`src/rtl/gao_vio_driver.sv`:
```
// gao_vio_driver: JTAG-driven virtual input probes, the write-side companion to the GAO capture path.
// The ER2 user-register signals are oversampled in clk. LEN shifted bits are assembled in a shadow
// register, their count is checked, and they are committed to probe_o atomically on update.
// The current probe_o value is shifted back out on tdo_o so the host can read it.
// Optional feature macro: VIO_PULSE_EN. When it is defined, one extra MSB mode bit selects a
// PULSE_LEN-cycle pulse commit instead of a level commit.
module gao_vio_driver #(
    parameter int               WIDTH       = 7,
    parameter int               SYNC_STAGES = 2,
    parameter logic [WIDTH-1:0] RESET_VAL   = '0,
    parameter int               PULSE_LEN   = 16
) (
    input  logic             clk,
    input  logic             rst,
    input  logic             tck_i,
    input  logic             tdi_i,
    input  logic             enable_i,
    input  logic             shift_i,
    input  logic             update_i,
    output logic             tdo_o,
    output logic [WIDTH-1:0] probe_o,
    output logic             probe_valid_o,
    output logic             len_err_o
);

`ifdef VIO_PULSE_EN
    localparam int LEN = WIDTH + 1;
`else
    localparam int LEN = WIDTH;
`endif
    localparam int CW = $clog2(LEN + 2);

    localparam logic [1:0] ST_IDLE    = 2'd0;
    localparam logic [1:0] ST_CAPTURE = 2'd1;
    localparam logic [1:0] ST_SHIFT   = 2'd2;
    localparam logic [1:0] ST_UPDATE  = 2'd3;

    if (SYNC_STAGES < 2 || PULSE_LEN < 1) begin : g_bad_param
        $error("gao_vio_driver: SYNC_STAGES must be >= 2 and PULSE_LEN >= 1");
    end

    // Synchronizer bit order: {tck, tdi, enable, shift, update}
    logic [SYNC_STAGES-1:0][4:0] sync_q;
    logic [2:0]                  edge_q;   // delayed {tck, shift, update} for edge detection
    logic [4:0]                  jtag_s;
    logic                        tck_s, tdi_s, en_s, shift_s, upd_s;
    logic                        tck_rise, tck_fall, shift_rise, update_rise;

    assign jtag_s = sync_q[SYNC_STAGES-1];
    assign tck_s   = jtag_s[4];
    assign tdi_s   = jtag_s[3];
    assign en_s    = jtag_s[2];
    assign shift_s = jtag_s[1];
    assign upd_s   = jtag_s[0];

    assign tck_rise    =  tck_s   & ~edge_q[2];
    assign tck_fall    = ~tck_s   &  edge_q[2];
    assign shift_rise  =  shift_s & ~edge_q[1];
    assign update_rise =  upd_s   & ~edge_q[0];

    // Bring the asynchronous TAP signals into clk and keep one more copy for edge detection
    always_ff @(posedge clk) begin
        if (rst) begin
            sync_q <= '0;
            edge_q <= '0;
        end else begin
            sync_q[0] <= {tck_i, tdi_i, enable_i, shift_i, update_i};
            for (int i = 1; i < SYNC_STAGES; i++) sync_q[i] <= sync_q[i-1];
            edge_q <= {tck_s, shift_s, upd_s};
        end
    end

    logic [1:0]     state;
    logic [LEN-1:0] shadow;
    logic [CW-1:0]  bit_cnt;
    logic           commit_ok, commit_bad;

    assign commit_ok  = (state == ST_UPDATE) && (bit_cnt == CW'(LEN));
    assign commit_bad = (state == ST_UPDATE) && (bit_cnt != CW'(LEN));

    // Capture/shift/update sequencing; the shadow only ever feeds probe_o through UPDATE
    always_ff @(posedge clk) begin
        if (rst) begin
            state   <= ST_IDLE;
            shadow  <= '0;
            bit_cnt <= '0;
            tdo_o   <= 1'b0;
        end else begin
            case (state)
                ST_IDLE: begin
                    if (shift_rise && en_s) state <= ST_CAPTURE;
                end
                ST_CAPTURE: begin
                    shadow  <= LEN'(probe_o);
                    bit_cnt <= '0;
                    tdo_o   <= probe_o[0];
                    state   <= ST_SHIFT;
                end
                ST_SHIFT: begin
                    if (!en_s) begin
                        // Deselected: drop the partial word
                        shadow  <= '0;
                        bit_cnt <= '0;
                        state   <= ST_IDLE;
                    end else if (shift_rise) begin
                        state <= ST_CAPTURE;
                    end else begin
                        if (tck_rise && shift_s) begin
                            shadow <= {tdi_s, shadow[LEN-1:1]};
                            if (bit_cnt != CW'(LEN + 1)) bit_cnt <= bit_cnt + 1'b1;
                        end
                        if (tck_fall) tdo_o <= shadow[0];
                        // A same-cycle tck_rise is applied above before the count is checked
                        if (update_rise) state <= ST_UPDATE;
                    end
                end
                ST_UPDATE: begin
                    state <= ST_IDLE;
                end
                default: state <= ST_IDLE;
            endcase
        end
    end

`ifdef VIO_PULSE_EN
    localparam int PW = $clog2(PULSE_LEN + 1);
    logic [WIDTH-1:0] level_q;
    logic [PW-1:0]    pulse_cnt;

    // Commit with optional timed pulse; level_q is the value probe_o reverts to
    always_ff @(posedge clk) begin
        if (rst) begin
            probe_o       <= RESET_VAL;
            level_q       <= RESET_VAL;
            pulse_cnt     <= '0;
            probe_valid_o <= 1'b0;
            len_err_o     <= 1'b0;
        end else begin
            probe_valid_o <= commit_ok;
            len_err_o     <= commit_bad;
            if (commit_ok) begin
                probe_o <= shadow[WIDTH-1:0];
                if (shadow[WIDTH]) begin
                    pulse_cnt <= PW'(PULSE_LEN);
                end else begin
                    level_q   <= shadow[WIDTH-1:0];
                    pulse_cnt <= '0;
                end
            end else if (pulse_cnt == PW'(1)) begin
                probe_o   <= level_q;
                pulse_cnt <= '0;
            end else if (pulse_cnt != '0) begin
                pulse_cnt <= pulse_cnt - 1'b1;
            end
        end
    end
`else
    // Level commit: probe_o takes the shadow only on a correctly sized update
    always_ff @(posedge clk) begin
        if (rst) begin
            probe_o       <= RESET_VAL;
            probe_valid_o <= 1'b0;
            len_err_o     <= 1'b0;
        end else begin
            probe_valid_o <= commit_ok;
            len_err_o     <= commit_bad;
            if (commit_ok) probe_o <= shadow[WIDTH-1:0];
        end
    end
`endif

endmodule

```
`config.mk`:
```
export PLATFORM = sky130hd
export DESIGN_NAME = gao_vio_driver
export DESIGN_NICKNAME = d
export VERILOG_FILES = /design/src/rtl/gao_vio_driver.sv
export SDC_FILE = /design/constraint.sdc
export NUM_CORES = 1
export LEC_CHECK = 0
export CAP_MARGIN = 20
export CORE_MARGIN = 8
export CORE_UTILIZATION = 58
export DETAILED_ROUTE_END_ITERATION = 12
export PLACE_DENSITY_LB_ADDON = 0.12
export SLEW_MARGIN = 30
export SYNTH_ARGS = -nofsm -noshare
export SYNTH_HDL_FRONTEND = slang
export SYNTH_SLANG_ARGS = --single-unit
```
`constraint.sdc`:
```
create_clock -name clk -period 2.69 [get_ports clk]
set_input_delay 0.6725 -clock clk [delete_from_list [all_inputs] [get_ports clk]]
set_output_delay 0.6725 -clock clk [all_outputs]
set_load 0.005 [all_outputs]
```
==> results of run 1 <==
==> logic make-up (layout without fill, tap and decap cells) <==
family,after synthesis,after routing,share of synthesized area [%]
buf+inv,23,38,7.35
flops,36,36,44.6
compound gates,31,31,14.0
fa+ha+maj,7,7,5.42
simple gates,64,64,22.9
mux,9,9,5.73
==> layout by cell type (no fill, tap or decap), types with 2 or more instances in the layout <==
cell             instances
a2111oi_0                6
ha_1                     7
and3_1                   6
a211oi_1                 7
mux2i_1                  7
or4_1                    3
a21oi_1                  4
dfxtp_1                 36
mux2_2                   2
clkdlybuf4s50_1         16
nand4b_1                 2
buf_4                    3
o211ai_1                 4
nor2_1                   9
nor2b_1                 23
nand2_1                  8
nand3_1                  3
clkbuf_4                 5
a31oi_1                  4
inv_1                   12
nand2b_1                 3
==> worst min-delay path by stage <==
stage                     startpoint        end  cells past startpoint
after floorplan            sync_q[0]  jtag_s[0]                      1
after global placement     sync_q[2]  jtag_s[2]                      1
after detailed placement   sync_q[3]  jtag_s[3]                      1
after CTS                  sync_q[0]  jtag_s[0]                      1
after global routing       sync_q[3]  jtag_s[3]                      1
final                      sync_q[0]  jtag_s[0]                      1
==> layout make-up <==
type,instances,area (µm²),area share (%)
repair buffers,19,183,10.1
multi-input cells,111,777,42.9
clock buffers,6,41.3,2.28
inverters,12,45.0,2.49
clock inverters,1,5.00,0.276
well taps,31,38.8,2.14
flip-flops and latches,36,721,39.8
==> power breakdown <==
group	switching, W	leakage (nW)	total (W)	internal, W
Sequential	0.0000363	0.293	0.000619	0.000582
Clock	0.000161	0.0281	0.000257	0.0000962
Combinational	0.000116	0.398	0.000198	0.0000818
Total	0.000313	0.719	0.00107	0.000760
==> metal layers <==
layer / wire length [µm] / track usage (%) / up-vias
met5: 0 / 0 / -
met4: 34 / 6.52 / 0
met3: 223 / 5.49 / 4
met2: 1480 / 25.9 / 38
met1: 1390 / 16.3 / 581
li1: - / - / 623
==> state kept, by name (all words and copies together), names as in the netlist <==
signal	flops
bit_cnt	4
edge_q	3
jtag_s	5
len_err_o	1
probe_o	7
probe_valid_o	1
shadow	7
state	2
sync_q	5
tdo_o	1
==> cells in the mapped netlist, types with 2 or more instances <==
master         number
dfxtp_1            36
nand4b_1            2
a21oi_1             4
nand3_1             3
dlygate4sd1_1       2
buf_6               2
and3_1              6
a2111oi_0           6
or4_1               3
nand2b_1            3
a211oi_1            7
inv_1              12
nand2_1             8
nor2_1              9
mux2i_1             7
mux2_2              2
clkbuf_1            3
a31oi_1             4
o211ai_1            4
nor2b_1            23
ha_1                7
buf_2               2
==> worst register-to-register path, delay by kind of cell (launching register included) <==
family / cells / cell delay (ps)
fa+ha+maj: 1 / 180
simple gates: 1 / 460
mux: 1 / 370
flops: 1 / 350
compound gates: 1 / 350
buf+inv: 1 / 140
==> metrics by stage <==
step | hold slack (ps) | power, W
2_1_floorplan | 414 | 0.000778
3_3_place_gp | 418 | 0.000817
3_5_place_dp | 428 | 0.000827
4_1_cts | 452 | 0.00108
5_1_grt | 464 | 0.00114
6_report | 446 | 0.00107
==> results.md, run 1 <==
- I/O pin count: 17
- Peak fanout along the critical path: 14
- Core ar.: 0.00271 mm²
- Worst reg-to-reg setup slack: 730 ps
- Origin of the critical flop-to-flop path: state[0]
- Port buffer count: 16
- Fillers: roughly 250
- Mapped Nets: 184
- Clock root buffer master: clkbuf_4
- Worst Skew: ~8.0 ps
- Post-synth top flop: dfxtp_1
- Critical path depth: 5
- Post-synth top area cell: dfxtp_1
- Synth area leaders: dfxtp_1 (45%), nor2b_1 (8.9%), ha_1 (5.4%)
- DIE WIDTH: 68.8 µm
- Cell family with most CP delay: simple AND/OR/NAND/NOR gates
- Critical path class: flop to flop
- Final WS setup: 731 ps
- Final instance area: between 0.0015 and 0.002 mm²
- Seq cells post-synth: 36
- Yosys top cell area share: ~45%
- Vias per cell: about 5.8
- RSZ-0062 raised after global routing: false
- Post-route ant nets: 0
- Buf+Inv Stages, Crit Path: 1
- Postcts setup bufs: 0
- Max Cap Viol: 0
- H-tree depth: 2
- Clk sink count: 36
- Largest net degree at the start of global routing: 19
- Worst Setup SP: state[0]
- Worst EP arrival: about 2200 ps
- CP startpoint kind: flop
- Fin util: between 60% and 70%
- Slowest CP cell: and2_1
- N_diodes: 0
- GRT Residual Overflow: 0
- Dpl hpwl: about 2200 µm
- Cts hold-fix bufs: 0
- Final count of hold timing violations: 0
- Worst-Skew Late Latency: roughly 330 ps
- CP Cell Sequence: inv_1 -> ha_1 -> and2_1 -> a21o_1 -> mux2_2
- Share of cells above drive strength 1: under 10%
- Fmax achieved: roughly 510 MHz
- Total GRT Usage: 15.0%
- CTS tree: yes
- Hold crit path type: flop to flop
- Initial drt markers: 84
- Initial antenna violation count: 0
- Global-route wire length before repair: between 5000 and 6000 µm
- Dpl cell area: about 0.0018 mm²
- Register area share after synthesis: ~45%
- Placed Instances: about 210
- Cell variety after synth: 37
- R2R cell count: 5
- Post-DR wirelength/cell: between 10 and 15 µm
- Leakage: 0.719 nW
- Via count: between 1000 and 1500
- Rel. slew slack: about three fifths
- Row count: 19
- Outcome: finished, final reports clean
- CTS Buf Count: 5
- Die H: slightly below 70 µm
- Post-CTS sizing: 0
- Tightest Pin Transition: about 590 ps
- Ys Warns: 0
- Area of the mapped netlist: between 0.0015 and 0.002 mm²
- Post-synth EDFFs: 0
- NumNets Final: between 150 and 200
- Peak supply drop: about 0.41 mV
- Vias in the first global route: about 1300
- Worst R2R End: shadow[0]
- Placer Congestion: 0.724
- Final setup vio count: 0
- Power density cells: 593 mW/mm²
- Critical Path End: shadow[0]
- Area growth, synth to finish: 12.0%
- Detailed Route WL: approximately 3100 µm
- Slowest stage delay, CP: about 460 ps
- Synth Instances: 170
- Asr flop ratio synth: 0%
- DR pass1 iterations: 4
- DRC errors left: 0
- Period utilisation layout: between 70 and 80%
- Initial Util: around 60%
- Pre-CTS setup slack: roughly 760 ps
- Full die area: between 0.004 and 0.005 mm²
- Fin. max-slew vios: 0
- Setup crit end kind: flop
- Period minus WS final: just under 2000 ps
- Fin cells: between 200 and 250
- Critical path required time: 2910 ps
- Longest Clk Path Bufs: 2
- Setup TNS: 0 ps
- Clock transition at the registers of the reported paths: 100 ps
- Avg Cell Area, Syn: 9.51 µm²
Power figures use the tool's default switching activity.
==> run 2, diff against run 1 <==
--- a/config.mk
+++ b/config.mk
@@ -7,7 +7,7 @@
 export LEC_CHECK = 0
 export CAP_MARGIN = 20
 export CORE_MARGIN = 8
-export CORE_UTILIZATION = 58
+export CORE_UTILIZATION = 49
 export DETAILED_ROUTE_END_ITERATION = 12
 export PLACE_DENSITY_LB_ADDON = 0.12
 export SLEW_MARGIN = 30
==> constraint.sdc (replaced) <==
create_clock -name clk -period 1.6 [get_ports clk]
set_input_delay 0.4 -clock clk [delete_from_list [all_inputs] [get_ports clk]]
set_output_delay 0.4 -clock clk [all_outputs]
set_load 0.005 [all_outputs]
==> results.md, run 2 (synthesized netlist as in run 1, its figures left out) <==
- Port buffer count: 16
- Total power: 0.00204 W
- Hold EP: jtag_s[2]
- H-tree depth: 2
- Tightest Pin Transition: between 300 and 400 ps
- Dpl hpwl: between 2000 and 2500 µm
- Post-DR wirelength/cell: between 10 and 15 µm
- Critical path class: flop to flop
- Outcome: finished, final reports clean
- Vias per cell: 5.17
- Share of cells above drive strength 1: about a quarter
- Peak fanout along the critical path: 12
- Placer Congestion: 0.830
- Via count: 1292
- Peak supply drop: ~0.67 mV
- NumNets Final: 217
- Total GRT Usage: 13.9%
- Post-route ant nets: 0
- Most frequent cells in the layout: dfxtp_1 (24), nor2b_1 (23), buf_4 (19), dfxtp_2 (11), inv_1 (10)
- Row count: 21
- Setup crit end kind: flop
- R2R cell count: 6
- Pre-CTS setup slack: -64.1 ps
- Initial Util: slightly below 50%
- N_diodes: 0
- Detailed Route WL: between 3000 and 4000 µm
- Largest net degree at the start of global routing: 18
- Final setup vio count: 0
- Power density cells: a little under 1000 mW/mm²
- Core ar.: 0.00326 mm²
- Fin. max-slew vios: 0
- Origin of the critical flop-to-flop path: state[0]
- DRC errors left: 0
- Worst Skew: roughly 8.6 ps
- Fmax achieved: ~650 MHz
- Period minus WS final: between 1500 and 2000 ps
- Max Cap Viol: 0
- Worst reg-to-reg setup slack: 70 ps
- Cts hold-fix bufs: 0
- Leading cell type in the layout, fill and taps excluded: dfxtp_1
- Period utilisation layout: 95.5%
- Clk sink count: 36
- Initial drt markers: 101
- Critical path required time: around 1800 ps
- Vias in the first global route: approximately 1300
- RSZ-0062 raised after global routing: true
- Die H: 73.4 µm
- Worst R2R End: shadow[1]
- Final count of hold timing violations: 0
- CP startpoint kind: flop
- Fin cells: 250
- Global-route wire length before repair: between 5000 and 6000 µm
- Hold crit path type: flop to flop
- Full die area: between 0.005 and 0.006 mm²
- Area growth, synth to finish: 30.5%
- CTS tree: yes
- Longest Clk Path Bufs: 2
- Clock transition at the registers of the reported paths: around 100 ps
- I/O pin count: 17
- DR pass1 iterations: 4
- Rel. slew slack: around three quarters
- Hold Crit Depth: 1
- Final WS setup: between 70 and 80 ps
- GRT Residual Overflow: 0
- Placed Instances: 237
- Worst EP arrival: 1740 ps
- Initial antenna violation count: 0
- DIE WIDTH: about 73 µm
- Largest registers: probe_o x7, shadow x7
- HP Start: sync_q[2]
- Leakage: between 1 and 1.5 nW
- Clock root buffer master: clkbuf_4
- CTS Buf Count: 5
- Worst-Skew Late Latency: between 300 and 400 ps
## run 2: cell count changes in the layout (fill, tap and decap cells not counted), moves of 4 or more
cell,previous run,this run
dfxtp_1,36,24
buf_4,3,19
dlymetal6s2s_1,0,9
dfxtp_2,0,11
a2111oi_2,0,4
clkdlybuf4s50_1,16,6
a2111oi_0,6,0
## run 2: metrics by stage
stage	utilization [%]	TNS (ps)	hold WS [ps]	area, µm²
after floorplan	-	0	414	1650
after global placement	59.1	0	421	1920
after detailed placement	59.1	-77.0	428	1920
after CTS	62.3	0	453	2030
after global routing	64.7	-4.76	473	2110
final	64.7	0	446	2110
## run 2: repair_timing
action | in CTS | in global routing
pin swaps | 0 | 1
setup buffers | 2 | 3
gates resized for setup | 13 | 17
setup endpoints to repair | 12 | 19
## run 2: cell type report
cell class                      count  area (µm²)
Inverter                           12        45.0
Multi-Input combinational cell    111         855
Clock buffer                        8        58.8
Timing Repair Buffer               37         355
Sequential cell                    36         738
Fill cell                         295        1150
Tap cell                           46        57.6
## run 2: how the worst max path moves through the flow
stage	from	end	slack, ps	cells past startpoint
floorplan	state[1]	shadow[1]	30	6
global placement	state[1]	bit_cnt[3]	2	5
detailed placement	state[0]	shadow[1]	-60	6
CTS	probe_o[2]	probe_o[2]	0.1	1
global route	state[0]	bit_cnt[2]	-5	5
finish	state[0]	shadow[1]	70	6
## run 2: critical path, cell delays in order (launching register included)
cell,delay (ps)
dfxtp_2,340
inv_2,80
ha_4,190
buf_6,140
and3_1,200
a2111oi_2,370
a211oi_1,90
## run 2: routing by layer
| metal | share of wire [%] | GRT usage, % |
|---|---|---|
| met3 | 3.8 | 3.55 |
| met2 | 48 | 22.7 |
| met4 | 2.5 | 9.09 |
| met5 | 0 | 0 |
| met1 | 46 | 15.7 |
## run 2: where the power goes
group,switching [W],internal [W]
combinational,0.000252,0.000250
sequential,0.0000564,0.000981
clock,0.000285,0.000217
